$ cat config.mk
export PLATFORM = sky130hd
export DESIGN_NAME = alu_sequencer
export DESIGN_NICKNAME = d
export VERILOG_FILES = /design/src/rtl/alu_sequencer.sv
export SDC_FILE = /design/constraint.sdc
export NUM_CORES = 1
export LEC_CHECK = 0
export BUFFER_PORTS_ARGS = -buffer_cell sky130_fd_sc_hd__clkbuf_2
export CAP_MARGIN = 10
export CELL_PAD_IN_SITES_DETAIL_PLACEMENT = 1
export CELL_PAD_IN_SITES_GLOBAL_PLACEMENT = 1
export CORE_MARGIN = 2
export CORE_UTILIZATION = 44
export DETAILED_ROUTE_END_ITERATION = 8
export MAX_ROUTING_LAYER = met4
export PLACE_DENSITY = 0.66
export SETUP_SLACK_MARGIN = 0.1
export SYNTH_ARGS = -nofsm -noshare
export SYNTH_HDL_FRONTEND = slang
export SYNTH_SLANG_ARGS = --single-unit
$ cat constraint.sdc
create_clock -name clk -period 5.2 [get_ports clk]
set_input_delay 0.52 -clock clk [delete_from_list [all_inputs] [get_ports clk]]
set_output_delay 0.52 -clock clk [all_outputs]
set_load 0.005 [all_outputs]
$ cat src/rtl/alu_sequencer.sv
// alu_sequencer: issues (opcode, A, B) entries from a small program memory to a registered ALU,
// waits out the ALU latency, then captures alu_out with a one-cycle res_valid strobe.
module alu_sequencer #(
  parameter int unsigned DEPTH = 16,
  parameter int unsigned AW    = 4,
  parameter int unsigned LAT   = 1
) (
  input  logic          clk,
  input  logic          rst_n,
  input  logic          prog_we,
  input  logic [AW-1:0] prog_addr,
  input  logic [19:0]   prog_data,
  input  logic          start,
  input  logic [AW:0]   count,
  output logic [3:0]    opcode,
  output logic [7:0]    A,
  output logic [7:0]    B,
  input  logic [7:0]    alu_out,
  output logic          busy,
  output logic          res_valid,
  output logic [7:0]    res_data,
  output logic [AW-1:0] res_idx,
  output logic          done
);

  localparam int unsigned WW = (LAT < 2) ? 1 : $clog2(LAT + 1);
  localparam logic [AW:0]   DepthCnt = (AW + 1)'(DEPTH);
  localparam logic [AW:0]   CntOne   = (AW + 1)'(1);
  localparam logic [AW-1:0] IdxOne   = AW'(1);
  localparam logic [WW-1:0] WaitOne  = WW'(1);
  localparam logic [WW-1:0] WaitLat  = WW'(LAT);

  typedef enum logic [1:0] {StIdle, StIssue, StWait, StCapture} state_e;

  state_e        state_q, state_d;
  logic [AW-1:0] idx_q, idx_d;
  logic [AW:0]   cnt_q, cnt_d;
  logic [WW-1:0] wait_q, wait_d;
  logic [3:0]    opcode_q, opcode_d;
  logic [7:0]    a_q, a_d;
  logic [7:0]    b_q, b_d;
  logic          busy_q, busy_d;
  logic          res_valid_q, res_valid_d;
  logic [7:0]    res_data_q, res_data_d;
  logic [AW-1:0] res_idx_q, res_idx_d;
  logic          done_q, done_d;

  logic [19:0]   mem_q [DEPTH];
  logic [19:0]   entry;
  logic [AW:0]   cnt_clamp;

  // Program memory: writable only while idle, deliberately not reset.
  always_ff @(posedge clk) begin
    if (prog_we && (state_q == StIdle)) begin
      mem_q[prog_addr] <= prog_data;
    end
  end

  // Next-state and registered-output computation for the issue/wait/capture sequence.
  always_comb begin
    state_d     = state_q;
    idx_d       = idx_q;
    cnt_d       = cnt_q;
    wait_d      = wait_q;
    opcode_d    = opcode_q;
    a_d         = a_q;
    b_d         = b_q;
    busy_d      = busy_q;
    res_valid_d = 1'b0;
    res_data_d  = res_data_q;
    res_idx_d   = res_idx_q;
    done_d      = 1'b0;
    entry       = mem_q[idx_q];
    cnt_clamp   = (count > DepthCnt) ? DepthCnt : count;

    unique case (state_q)
      StIdle: begin
        if (busy_q) begin
          // Trailing cycle of an empty (count=0) run; start is ignored here.
          busy_d = 1'b0;
        end else if (start) begin
          cnt_d  = cnt_clamp;
          idx_d  = '0;
          busy_d = 1'b1;
          if (cnt_clamp == '0) begin
            done_d = 1'b1;
          end else begin
            state_d = StIssue;
          end
        end
      end
      StIssue: begin
        opcode_d = entry[19:16];
        a_d      = entry[15:8];
        b_d      = entry[7:0];
        wait_d   = WaitLat;
        state_d  = StWait;
      end
      StWait: begin
        wait_d = wait_q - WaitOne;
        if (wait_q <= WaitOne) begin
          state_d = StCapture;
        end
      end
      StCapture: begin
        res_data_d  = alu_out;
        res_idx_d   = idx_q;
        res_valid_d = 1'b1;
        if ({1'b0, idx_q} == (cnt_q - CntOne)) begin
          done_d  = 1'b1;
          busy_d  = 1'b0;
          state_d = StIdle;
        end else begin
          idx_d   = idx_q + IdxOne;
          state_d = StIssue;
        end
      end
      default: state_d = StIdle;
    endcase
  end

  // State and output registers; reset aborts any run immediately.
  always_ff @(posedge clk or negedge rst_n) begin
    if (!rst_n) begin
      state_q     <= StIdle;
      idx_q       <= '0;
      cnt_q       <= '0;
      wait_q      <= '0;
      opcode_q    <= '0;
      a_q         <= '0;
      b_q         <= '0;
      busy_q      <= 1'b0;
      res_valid_q <= 1'b0;
      res_data_q  <= '0;
      res_idx_q   <= '0;
      done_q      <= 1'b0;
    end else begin
      state_q     <= state_d;
      idx_q       <= idx_d;
      cnt_q       <= cnt_d;
      wait_q      <= wait_d;
      opcode_q    <= opcode_d;
      a_q         <= a_d;
      b_q         <= b_d;
      busy_q      <= busy_d;
      res_valid_q <= res_valid_d;
      res_data_q  <= res_data_d;
      res_idx_q   <= res_idx_d;
      done_q      <= done_d;
    end
  end

  assign opcode    = opcode_q;
  assign A         = a_q;
  assign B         = b_q;
  assign busy      = busy_q;
  assign res_valid = res_valid_q;
  assign res_data  = res_data_q;
  assign res_idx   = res_idx_q;
  assign done      = done_q;

endmodule

==> metrics.cfg <==
[floorplan]
pin_count = 76
die_y_um = 185
placementRows = 66
dieArea_sq_um = 34300
start_util_pct = 44.5
die_w_um = 185
core-area_sq_um = 32500

[logic_synthesis]
ys_top_cells_by_count = edfxtp_1, mux2_2, dfrtp_1
synthCells = 789
ys_seq_area_share_pct = 74.4
synth_area_leaders = edfxtp_1, dfrtp_1, mux4_2
yosysUniqueCellTypes = 37
synth_top_area_cell = edfxtp_1
synth_flop_cell = edfxtp_1
synth-warning-count = 0
syn_area_per_cell_sq_um = 18.3
synth-edff-count = 320
yosys.area.top_type_share_pct = 66.5
async_flop_share_pct = 12.6
syn_area_sq_um = 14500
syn_nets = 836
yosysMostFrequentCell = edfxtp_1
ys_ff_latch = 366

[power]
vdd_drop_max_uv = 260
p_leak_nw = 5.51
powerDensity_nw_per_um2 = 366

[critical_path]
r2r-end = A[1]
critPathLaunchType = register
required_ns = 5.60
end_kind = register
r2r_cells = 6
critPathKind = reg2reg
crit_fanout = 82
critical_path.startpoint = idx_q[0]
reg2reg_slack_ns = 2.41
arrival_ns = 3.18
rr_startpoint = idx_q[0]

[place]
gp_congestion = 0.764
port_buffers = 75
dp_hpwl_mm = 19.5

[sta]
hold_viol_final = 0
layout_min_cycle_time_ns = 2.79
relSlewSlack_pct = 18.4
skew_ns = 0.00830
finalSetupTns_ns = 0
tightest_slew_ns = 1.22
drv_slew = 0
finalSetupViolCount = 0
finalCritPeriodShare_pct = 53.6
fmax_mhz = 359
rsz0062_at_grt = false

[global_route]
grt_pass1_wl_mm = 54.1
gr-usage-all-layers_pct = 22.5
antenna_found_initial = 6
grt_max_degree = 83
grt_overflow_total = 0
grt_pass1_vias = 8524

[clocking]
clk_latency_ns = 0.52
clk_pin_slew_ns = 0.06
cts_hold_buf = 0
cts_tree = done
postCtsSetupBuffers = 0
clockBufferDepth = 3
root_buffer = clkbuf_16
h-tree-depth = 2
cts_buffers = 39
ctsResizeCount = 0
cts.sinks = 366

[final_layout]
syn2layout_area_growth_pct = 15.6
fin_util_pct = 51.5
drive_above_1_share_pct = 31.0
fin_nets = 930

[routing]
wl_met3_mm = 2.31
dr.max_layer_used = met4
drc = 0
routed-wl-met2_mm = 17.1
drtIter0Drc = 533
via_count = 7774
postRouteAntennaNets = 0
routedWlPerCell_um = 26.6
dr.pass1.iters = 5
wl_mm = 36.2
avgViaCountPerCell = 5.72
wl_met1_mm = 15.8

[run_status]
outcome = complete, no violations

[min_path]
min_path_type = in2async

[job]
maxCapViolCount = 0

## per-stage QoR
step | power, mW | instance area, sq um | cells | worst slack [ns] | hold slack [ns]
2_1_floorplan | 3.27 | 14500 | 789 | 2.09 | 0.224
3_5_place_dp | 3.33 | 15400 | 1284 | 2.41 | 0.499
5_1_grt | 6.28 | 16700 | 1359 | 2.16 | 0.214
4_1_cts | 6.16 | 16700 | 1353 | 2.37 | 0.179
3_3_place_gp | 3.32 | 15400 | 1284 | 2.44 | 0.489
6_report | 6.11 | 16700 | 1359 | 2.41 | 0.177
## report_power, final
part / leakage [nW] / switching (mW) / total [mW] / internal [mW]
clock: 0.648 / 1.08 / 2.84 / 1.75
combinational: 1.44 / 0.0532 / 0.0703 / 0.0171
sequential: 3.42 / 0.00158 / 3.20 / 3.20
total: 5.51 / 1.14 / 6.11 / 4.97
## cell usage in the layout (no fill, tap or decap), types with 8 or more instances in the layout
master | synthesis | routed
mux2i_1 | 39 | 39
nor2_2 | 0 | 10
mux4_2 | 44 | 44
nor3_1 | 24 | 20
buf_4 | 4 | 19
nand2b_1 | 8 | 8
clkbuf_1 | 16 | 9
o22ai_1 | 38 | 38
a21oi_1 | 21 | 21
o21bai_1 | 18 | 18
inv_1 | 8 | 8
o21ai_0 | 29 | 29
dfrtp_1 | 46 | 43
edfxtp_1 | 320 | 320
clkbuf_16 | 0 | 41
mux2_2 | 65 | 65
nor2_1 | 35 | 23
nand2_1 | 17 | 17
clkbuf_2 | 0 | 75
## critical path, stage by stage, from the launching register on
cell,delay [ns]
dfrtp_4,0.91
buf_12,0.54
mux2_2,0.41
o21ai_0,0.24
a21oi_1,0.11
nor3_1,0.25
nor2_1,0.10
## final cells by class
| type | instances | area [sq um] |
|---|---|---|
| clock inverters | 14 | 190 |
| multi-input cells | 373 | 3480 |
| repair buffers | 95 | 538 |
| inverters | 8 | 30.0 |
| diodes | 6 | 15.0 |
| flip-flops and latches | 366 | 10800 |
| well taps | 442 | 553 |
| clock buffers | 55 | 1130 |
| fillers | 2990 | 15700 |
## cell families (layout without fill, tap and decap cells)
kind of cell | count (synthesis) | after routing | share of synthesized area, %
flip-flops | 366 | 366 | 74.4
adder cells (fa/ha/maj) | 6 | 6 | 0.519
XOR/XNOR | 7 | 7 | 0.424
multiplexers | 150 | 150 | 14.8
AND/OR/NAND/NOR | 95 | 95 | 3.09
AO/OA/AOI/OAI | 115 | 115 | 4.80
other | 0 | 6 | 0
buffers and inverters | 50 | 172 | 1.90
## flip-flops by register name (all words and copies together) (netlist names)
name and flops:
opcode 4, busy 1, mem_q 320, res_data 8
res_valid 1, state_q 2, B 8, done 1
idx_q 4, A 8, res_idx 4, cnt_q 5
## worst max path at each step
| stage | cells past startpoint | to |
|---|---|---|
| 5_1_grt | 6 | A[2] |
| 4_1_cts | 6 | A[1] |
| 6_report | 6 | A[1] |
| 2_1_floorplan | 6 | mem_q[0][0] |
| 3_5_place_dp | 6 | A[0] |
| 3_3_place_gp | 6 | A[1] |
## routing by layer
| layer | vias to the layer above | GRT usage (%) |
|---|---|---|
| met5 | - | - |
| met4 | 0 | 7.11 |
| li1 | 3339 | - |
| met1 | 4113 | 29.5 |
| met2 | 256 | 35.4 |
| met3 | 66 | 4.74 |
Note: power is estimated with default switching activity, not from simulation.
